**src/rtl/nibble_serial_subtractor_pkg.sv**
```systemverilog
// Shared types for the nibble-serial subtractor.
// FSM state encoding and slice width.
package nibble_serial_subtractor_pkg;

  localparam int SLICE_W = 4;

  typedef enum logic [1:0] {
    IDLE = 2'd0,
    RUN  = 2'd1,
    DONE = 2'd2
  } state_t;

endpackage

```
**src/rtl/borrow_lookahead_subtractor_4bit.sv**
```systemverilog
// 4-bit borrow-lookahead subtract slice: d = x - y - borrowIn.
// Ports: x, y, borrowIn in; d, borrowOut (borrow out of bit 3) out.
module borrow_lookahead_subtractor_4bit
  import nibble_serial_subtractor_pkg::*;
(
  input  logic [SLICE_W-1:0] x,
  input  logic [SLICE_W-1:0] y,
  input  logic               borrowIn,
  output logic [SLICE_W-1:0] d,
  output logic               borrowOut
);

  logic [SLICE_W-1:0] g;
  logic [SLICE_W-1:0] p;
  logic [SLICE_W:0]   br;

  assign g = ~x & y;
  assign p = ~(x ^ y);

  // Every borrow is a flat sum of products of g, p and borrowIn.
  assign br[0] = borrowIn;
  assign br[1] = g[0]
               | (p[0] & borrowIn);
  assign br[2] = g[1]
               | (p[1] & g[0])
               | (p[1] & p[0] & borrowIn);
  assign br[3] = g[2]
               | (p[2] & g[1])
               | (p[2] & p[1] & g[0])
               | (p[2] & p[1] & p[0] & borrowIn);
  assign br[4] = g[3]
               | (p[3] & g[2])
               | (p[3] & p[2] & g[1])
               | (p[3] & p[2] & p[1] & g[0])
               | (p[3] & p[2] & p[1] & p[0] & borrowIn);

  assign d         = x ^ y ^ br[SLICE_W-1:0];
  assign borrowOut = br[SLICE_W];

endmodule

```
**src/rtl/nibble_serial_subtractor.sv**
```systemverilog
// Multi-cycle a - b - borrowIn, one nibble per clock, LSB first.
// Ports: start/busy/done handshake, a/b/borrowIn in; diff + flags out.
module nibble_serial_subtractor
  import nibble_serial_subtractor_pkg::*;
#(
  parameter int WIDTH = 32
) (
  input  logic             clk,
  input  logic             rst_n,
  input  logic             start,
  input  logic [WIDTH-1:0] a,
  input  logic [WIDTH-1:0] b,
  input  logic             borrowIn,
  output logic             busy,
  output logic             done,
  output logic [WIDTH-1:0] diff,
  output logic             borrowOut,
  output logic             overflow,
  output logic             zero
);

  localparam int NSLICE = WIDTH / SLICE_W;
  localparam int IDX_W  = $clog2(NSLICE);
  localparam int MSB    = WIDTH - 1;

  state_t             state;
  state_t             state_nx;
  logic [WIDTH-1:0]   a_q;
  logic [WIDTH-1:0]   b_q;
  logic               br_q;
  logic [IDX_W-1:0]   idx;
  logic [SLICE_W-1:0] x;
  logic [SLICE_W-1:0] y;
  logic [SLICE_W-1:0] d;
  logic               bo_s;
  logic [WIDTH-1:0]   diff_nx;
  logic               last;
  logic               accept;

  assign last   = (idx == IDX_W'(NSLICE - 1));
  assign accept = start & (state != RUN);

  always_comb begin
    state_nx = state;
    busy     = 1'b0;
    done     = 1'b0;
    unique case (state)
      IDLE: begin
        if (start) state_nx = RUN;
      end
      RUN: begin
        busy = 1'b1;
        if (last) state_nx = DONE;
      end
      DONE: begin
        done     = 1'b1;
        state_nx = start ? RUN : IDLE;
      end
      default: state_nx = IDLE;
    endcase
  end

  // One shared slice, steered by idx.
  assign x = a_q[SLICE_W*idx +: SLICE_W];
  assign y = b_q[SLICE_W*idx +: SLICE_W];

  borrow_lookahead_subtractor_4bit u_slice (
    .x         (x),
    .y         (y),
    .borrowIn  (br_q),
    .d         (d),
    .borrowOut (bo_s)
  );

  // Flags on the final edge must see the nibble being written now.
  always_comb begin
    diff_nx = diff;
    diff_nx[SLICE_W*idx +: SLICE_W] = d;
  end

  always_ff @(posedge clk or negedge rst_n) begin
    if (!rst_n) begin
      state <= IDLE;
    end else begin
      state <= state_nx;
    end
  end

  always_ff @(posedge clk or negedge rst_n) begin
    if (!rst_n) begin
      a_q       <= '0;
      b_q       <= '0;
      br_q      <= 1'b0;
      idx       <= '0;
      diff      <= '0;
      borrowOut <= 1'b0;
      overflow  <= 1'b0;
      zero      <= 1'b0;
    end else if (accept) begin
      a_q  <= a;
      b_q  <= b;
      br_q <= borrowIn;
      idx  <= '0;
    end else if (state == RUN) begin
      diff <= diff_nx;
      br_q <= bo_s;
      idx  <= last ? '0 : idx + 1'b1;
      if (last) begin
        borrowOut <= bo_s;
        overflow  <= (a_q[MSB] ^ b_q[MSB])
                   & (diff_nx[MSB] ^ a_q[MSB]);
        zero      <= ~|diff_nx;
      end
    end
  end

endmodule
```
**config.mk**
```make
export PLATFORM = sky130hd
export DESIGN_NAME = nibble_serial_subtractor
export DESIGN_NICKNAME = d
export VERILOG_FILES = /design/src/rtl/nibble_serial_subtractor_pkg.sv /design/src/rtl/borrow_lookahead_subtractor_4bit.sv /design/src/rtl/nibble_serial_subtractor.sv
export SDC_FILE = /design/constraint.sdc
export NUM_CORES = 1
export LEC_CHECK = 0
export CAP_MARGIN = 25
export CELL_PAD_IN_SITES_DETAIL_PLACEMENT = 0
export CELL_PAD_IN_SITES_GLOBAL_PLACEMENT = 1
export CORE_UTILIZATION = 25
export CTS_CLUSTER_DIAMETER = 80
export DETAILED_ROUTE_END_ITERATION = 10
export PLACE_DENSITY_LB_ADDON = 0.1
export SYNTH_ARGS = -nofsm -noshare
export SYNTH_HDL_FRONTEND = slang
export SYNTH_HIERARCHICAL = 1
export SYNTH_SLANG_ARGS = --single-unit
export TNS_END_PERCENT = 10
```
**constraint.sdc**
```tcl
create_clock -name clk -period 7.93 [get_ports clk]
set_clock_uncertainty 0.2 [all_clocks]
set_input_delay 1.586 -clock clk [delete_from_list [all_inputs] [get_ports clk]]
set_output_delay 1.586 -clock clk [all_outputs]
set_load 0.01 [all_outputs]
```
==> results of run 1 <==
==> critical path: cells and delay by family (launching register included) <==
kind / cells / cell delay [ns]
AOI/OAI and AO/OA: 5 / 0.94
muxes: 1 / 0.59
DFF: 1 / 0.92
and+or+nand+nor: 4 / 0.96
xor gates and xnor gates: 1 / 0.16
adders and majority gates: 1 / 0.32
==> sequential cells by signal, indices dropped and copies added (netlist names), 2 cells and up <==
register	cells
state	2
diff	32
idx	3
a_q	32
b_q	32
==> cell families (layout without fill, tap and decap cells) <==
family / count (synthesis) / count (layout) / share of synthesized area, %
compound gates: 61 / 61 / 7.18
simple gates: 116 / 116 / 11.0
fa+ha+maj: 11 / 11 / 2.83
flops: 105 / 105 / 51.3
buf+inv: 40 / 143 / 3.42
mux: 93 / 93 / 23.9
xor+xnor: 2 / 2 / 0.342
==> metrics by stage <==
stage | instance area [µm²] | power [mW] | instances | setup WS [ns] | hold WS, ns
after floorplan | 5120 | 2.14 | 428 | 4.25 | 0.266
after global placement | 6420 | 2.75 | 781 | 3.82 | 0.283
after detailed placement | 6420 | 2.77 | 781 | 3.74 | 0.288
after CTS | 6730 | 3.28 | 796 | 3.72 | 0.303
after global routing | 6730 | 3.50 | 796 | 3.38 | 0.318
final | 6730 | 3.23 | 796 | 3.76 | 0.297
==> Yosys cell counts, drive strengths merged, types with 2 or more instances <==
cell type / instances / area share (%)
dfrtp: 105 / 51
mux2: 74 / 16
nand2: 61 / 4.5
o21ai: 31 / 3.0
inv: 21 / 1.5
mux4: 16 / 7.0
clkbuf: 12 / 0.88
nor2: 12 / 0.93
ha: 10 / 2.4
a21oi: 9 / 1.0
nand3: 9 / 0.88
nor3: 7 / 0.78
buf: 6 / 0.93
nor2b: 5 / 0.61
nor4: 5 / 0.61
a31oi: 4 / 0.49
nand4: 4 / 0.49
o31ai: 4 / 0.59
a21o: 3 / 0.44
mux2i: 3 / 0.59
nand2b: 3 / 0.37
nand3b: 3 / 0.44
o2111ai: 2 / 0.34
o22ai: 2 / 0.24
xor2: 2 / 0.34
==> path summary, 6_finish.rpt <==
path | slack, ns | cells after the start | endpoint | from
max | 3.76 | 12 | zero | idx[0]
min | 0.30 | 1 | state[0] | state[0]
max reg2reg | 3.76 | 12 | zero | idx[0]
min reg2reg | 0.30 | 1 | state[0] | state[0]
max in group asynchronous | 5.17 | 2 | idx[0] | rst_n
min in group asynchronous | 1.08 | 1 | b_q[21] | rst_n
==> power by group through the flow <==
stage          registers, mW  clock network, mW  logic [mW]
2_1_floorplan          0.925                  0        1.22
3_3_place_gp            1.02                  0        1.73
3_5_place_dp            1.02                  0        1.75
4_1_cts                 1.01              0.506        1.76
5_1_grt                 1.05              0.531        1.93
6_report                1.00              0.489        1.74
==> final cells by class <==
class	count	area, µm²	area share, %
Sequential cell	105	2630	39.0
Multi-Input combinational cell	283	2320	34.4
Inverter	22	82.6	1.23
Tap cell	265	332	4.92
Clock inverter	5	78.8	1.17
Timing Repair Buffer	106	1050	15.6
Clock buffer	10	239	3.55
==> routing by layer <==
metal	part of all wire (%)	vias to the layer above	global-route usage (%)
met4	1.3	2	4.26
met5	0.093	-	0
met3	3.8	13	2.39
met2	47	90	22.6
met1	48	1809	18.9
li1	-	1728	-
==> results.json, run 1 <==
{
  "timing.final.setup_violations": 0,
  "synth_fp_nets": 507,
  "p_seq_share_pct": 31.1,
  "tns_ns": 0,
  "max_slew.worst_pin.slew_ns": 0.990,
  "post-cts-setup-buffer-count": 0,
  "total_grt_usage_pct": 13.9,
  "cts-hold-fix-buffers": 0,
  "grt_overflow": 0,
  "timing.slew.headroom_pct": 33.4,
  "cellPowerDensity_nw_per_um2": 479,
  "area_growth_syn_to_layout_pct": 31.5,
  "skew_pair_late_insertion_delay_ns": 0.35,
  "clock_tree.htree_level_count": 3,
  "critical_path.slowest_cell": "sky130_fd_sc_hd__dfrtp_2",
  "fin_crit_sh_pct": 52.5,
  "viasPerCell": 4.58,
  "ys_async_sr_fraction_pct": 100,
  "maxClockFrequency_mhz": 240,
  "floorplan.die_area_um2": 21100,
  "place_congestion": 0.765,
  "die_x_extent_um": 145,
  "layout_commonest_cell": "sky130_fd_sc_hd__dfrtp_1",
  "synth_area_per_cell_um2": 12.0,
  "status": "complete, no violations",
  "hold_path.class": "reg -> reg",
  "wire_length_after_detailed_routing_um": 14000,
  "cts_made_buffers": 9,
  "path_cells": "mux4_2 > nand2_1 > nand2_1 > ha_1 > a21o_1 > a21oi_2 > xor2_1 > o21ai_1 > a21oi_2 > or4_1 > nor4_1 > a32o_1",
  "synthFlopType": "sky130_fd_sc_hd__dfrtp_1",
  "path_max_fanout": 30,
  "numClockSinks": 105,
  "netlist_instances": 428,
  "tritoncts": "built",
  "internal_power_mw": 1.86,
  "drc": 0,
  "ir_worst_vdd_mv": 0.150,
  "post_cts_resized": 0,
  "ctsRootBufferMaster": "sky130_fd_sc_hd__clkbuf_16",
  "initial_core_util_pct": 25.9,
  "synth.lib_cells_used.distinct": 48,
  "crit_type": "reg -> reg",
  "setup.worst_path.end_class": "flop",
  "final_antenna_diode_count": 0,
  "grt_pass1_wl_um": 22700,
  "fin_nets": 606,
  "final_antenna_net_count": 0,
  "grt_setup_unrepaired": "false",
  "port_buffers": 104,
  "slew_viol_final": 0,
  "syn-cell-area_um2": 5120,
  "biggest_cell_delay_along_the_critical_path_ns": 0.92,
  "power_leakage_nw": 2.79,
  "swShare_pct": 42.4,
  "critical_path_arrival_ns": 4.25,
  "fp-row-count": 51,
  "net-switching-power_mw": 1.37,
  "portion_of_the_post_synthesis_area_used_by_sequential_elements_pct": 51.3,
  "first_global_vias": 3854,
  "cts_max_path_buffers": 2,
  "min_period_ns": 4.17,
  "crit_required_ns": 8.02,
  "most-common-layout-cells": "104 x sky130_fd_sc_hd__dfrtp_1, 103 x sky130_fd_sc_hd__clkdlybuf4s50_1, 71 x sky130_fd_sc_hd__mux2_2",
  "wl_per_cell_um": 17.5,
  "number_of_antenna_violations_at_the_first_check_in_global_routing": 1,
  "clk_transition_reported_paths_ns": 0.07,
  "drive_gt1_share_pct": 21.5,
  "critical_path.startpoint_type": "flop",
  "final_core_utilization_pct": 34.0,
  "initialDrtViolationCount": 178,
  "synth_seq_cells": 105,
  "maxCapViolCount": 0,
  "clock_power_share_pct": 15.2,
  "nFillCells": 2014,
  "post-dp-hpwl_um": 10200,
  "drt_first_pass_iters": 5,
  "core_area_um2": 19800,
  "fp.dieH_um": 145,
  "pin_count": 105,
  "timing.final.hold_violations": 0,
  "power.combinational.fraction_pct": 53.8,
  "warnings_synthesis": 6,
  "synth-edff-count": 0,
  "maximum_number_of_pins_on_one_net_before_global_route_repair": 65,
  "route.vias.total": 3642
}
Note: power is estimated with default switching activity, not from simulation.
==> run 2: changes to the inputs <==
Clock period 7.93 ns to 3.35 ns, I/O delays scaled along.
==> results.json, run 2 (same netlist as run 1, synthesis figures left out) <==
{
  "status": "finished, violations left",
  "violations_in_the_final_reports": "setup timing",
  "crit_required_ns": 3.44,
  "viasPerCell": 4.56,
  "critical_path.most_common_cell": "sky130_fd_sc_hd__nand2_1",
  "hold_path.class": "in -> async",
  "drc": 0,
  "gr-usage-met1_pct": 17.3,
  "placed_cells_incl_taps": 806,
  "first_global_vias": 4030,
  "maxCapViolCount": 0,
  "post-dp-hpwl_um": 10500,
  "tns_ns": -0.0235,
  "slew_viol_final": 0,
  "timing.critical_path.buf_inv": 3,
  "setup.worst_path.end_class": "flop",
  "timing.final.hold_violations": 0,
  "power_leakage_nw": 3.00,
  "initial_core_util_pct": 25.9,
  "dpl-instance-area_um2": 6690,
  "grt_busiest_layer": "met2",
  "ctsRootBufferMaster": "sky130_fd_sc_hd__clkbuf_16",
  "critical_path.startpoint_type": "flop",
  "final_core_utilization_pct": 36.7,
  "drive_gt1_share_pct": 31.7,
  "min_period_ns": 3.37,
  "gr_met3_demand_resource_pct": 3.08,
  "drt_first_pass_iters": 4,
  "skew_pair_late_insertion_delay_ns": 0.35,
  "final_antenna_net_count": 0,
  "path_max_fanout": 5,
  "clk_transition_reported_paths_ns": 0.07,
  "timing.final.ws_setup_ns": -0.0235,
  "max_slew.worst_pin.slew_ns": 0.641,
  "crit_type": "reg -> reg",
  "grt_overflow": 0,
  "cts_made_buffers": 9,
  "largestRegisters": "a_q (32), b_q (32), diff (32)",
  "number_of_antenna_violations_at_the_first_check_in_global_routing": 0,
  "floorplan.die_area_um2": 21100,
  "hold_slack_ns": 0.121,
  "initialDrtViolationCount": 127,
  "globalRouteMet2Util_pct": 23.7,
  "wire_length_after_detailed_routing_um": 14100,
  "final_antenna_diode_count": 0,
  "total_grt_usage_pct": 13.9,
  "clock_tree.htree_level_count": 3,
  "fin_nets": 642,
  "grt_pass1_wl_um": 22500,
  "die_x_extent_um": 145,
  "wl_per_cell_um": 16.9,
  "route.vias.total": 3791,
  "most-common-layout-cells": "104 x sky130_fd_sc_hd__dfrtp_1, 103 x sky130_fd_sc_hd__clkdlybuf4s50_1, 71 x sky130_fd_sc_hd__mux2_2",
  "ff2ff_path_depth": 15,
  "place_congestion": 0.826,
  "layout_commonest_cell": "sky130_fd_sc_hd__dfrtp_1",
  "pin_count": 105,
  "timing.final.setup_violations": 1,
  "critPathTopFamily": "simple AND/OR/NAND/NOR gates",
  "finalInstanceArea_um2": 7250,
  "maxClockFrequency_mhz": 296,
  "tritoncts": "built",
  "maximum_number_of_pins_on_one_net_before_global_route_repair": 61,
  "biggest_cell_delay_along_the_critical_path_ns": 0.51,
  "stdcell_count": 832,
  "cts_max_path_buffers": 2,
  "fp.dieH_um": 145,
  "cellPowerDensity_nw_per_um2": 1290,
  "grt_setup_unrepaired": "true",
  "ir_worst_vdd_mv": 0.659,
  "fp-row-count": 51,
  "critical_path_arrival_ns": 3.46,
  "numClockSinks": 105,
  "critical_path.slowest_cell": "sky130_fd_sc_hd__mux4_2",
  "core_area_um2": 19800,
  "port_buffers": 104,
  "area_growth_syn_to_layout_pct": 41.6,
  "path_cells": "buf_12 > buf_4 > mux4_2 > nand2_1 > nand2_1 > inv_2 > ha_4 > nand3_1 > nor2_2 > nand3b_1 > o21ai_1 > a21oi_1 > or4_1 > nor4_1 > a32o_1",
  "timing.slew.headroom_pct": 57.2,
  "critical_path_cell_count": 15,
  "fin_crit_sh_pct": 101
}
[run 2: cell count changes in the layout (fill, tap and decap cells not counted), sizes merged]
cell,delta
inv,+2
clkbuf,-1
buf,+36
clkinvlp,+2
clkinv,-2
bufinv,-1
[run 2: area by class of cell]
class                   count  area, µm²
fillers                  1932      12500
repair buffers            142       1410
clock inverters             6       73.8
multi-input cells         283       2500
inverters                  22       82.6
flip-flops and latches    105       2630
well taps                 265        332
clock buffers               9        225
[run 2: power by group]
part,internal (mW),switching (mW),leakage (nW)
logic,3.09,2.90,1.57
clock network,0.587,0.504,0.140
registers,1.86,0.387,1.29
[run 2: per-stage QoR]
step / power [mW] / setup slack [ns]
after floorplan: 5.22 / 0.00875
after global placement: 7.29 / -0.143
after detailed placement: 7.37 / -0.186
after CTS: 8.98 / -0.0143
after global routing: 10.0 / -0.133
final: 9.33 / -0.0235
[run 2: what timing repair did]
action / CTS / global route
gates cloned: 1 / 0
setup buffers: 6 / 4
setup endpoints to repair: 1 / 5
pin swaps: 12 / 10
gates resized for setup: 19 / 18
hold buffers: 0 / 0
[run 2: worst reg2reg max path, cell delays in order (launching register included)]
cell and delay (ns):
sky130_fd_sc_hd__dfrtp_2 0.43, sky130_fd_sc_hd__buf_12 0.14, sky130_fd_sc_hd__buf_4 0.11, sky130_fd_sc_hd__mux4_2 0.51
sky130_fd_sc_hd__nand2_1 0.08, sky130_fd_sc_hd__nand2_1 0.07, sky130_fd_sc_hd__inv_2 0.08, sky130_fd_sc_hd__ha_4 0.22
sky130_fd_sc_hd__nand3_1 0.10, sky130_fd_sc_hd__nor2_2 0.05, sky130_fd_sc_hd__nand3b_1 0.24, sky130_fd_sc_hd__o21ai_1 0.18
sky130_fd_sc_hd__a21oi_1 0.08, sky130_fd_sc_hd__or4_1 0.47, sky130_fd_sc_hd__nor4_1 0.18, sky130_fd_sc_hd__a32o_1 0.19
[run 2: metal layers]
| metal | vias up | routed length, µm |
|---|---|---|
| met5 | - | 0 |
| met2 | 94 | 6970 |
| met1 | 1884 | 6280 |
| li1 | 1799 | - |
| met3 | 14 | 613 |
| met4 | 0 | 195 |
[run 2: path summary, 6_finish.rpt]
path	start	slack, ns	to
hold / removal	rst_n	0.12	diff[22]
hold reg to reg	state[0]	0.30	state[0]
setup / recovery	idx[0]	-0.02	zero
max in group asynchronous	rst_n	2.15	a_q[6]
setup reg to reg	idx[0]	-0.02	zero
min in group clk	state[0]	0.30	state[0]
==> run 3: changes to the inputs <==
Settings changed: CTS_CLUSTER_SIZE set to 16.
==> results of run 3 <==
The final DEF is identical to that of run 2; final timing and power are the same.
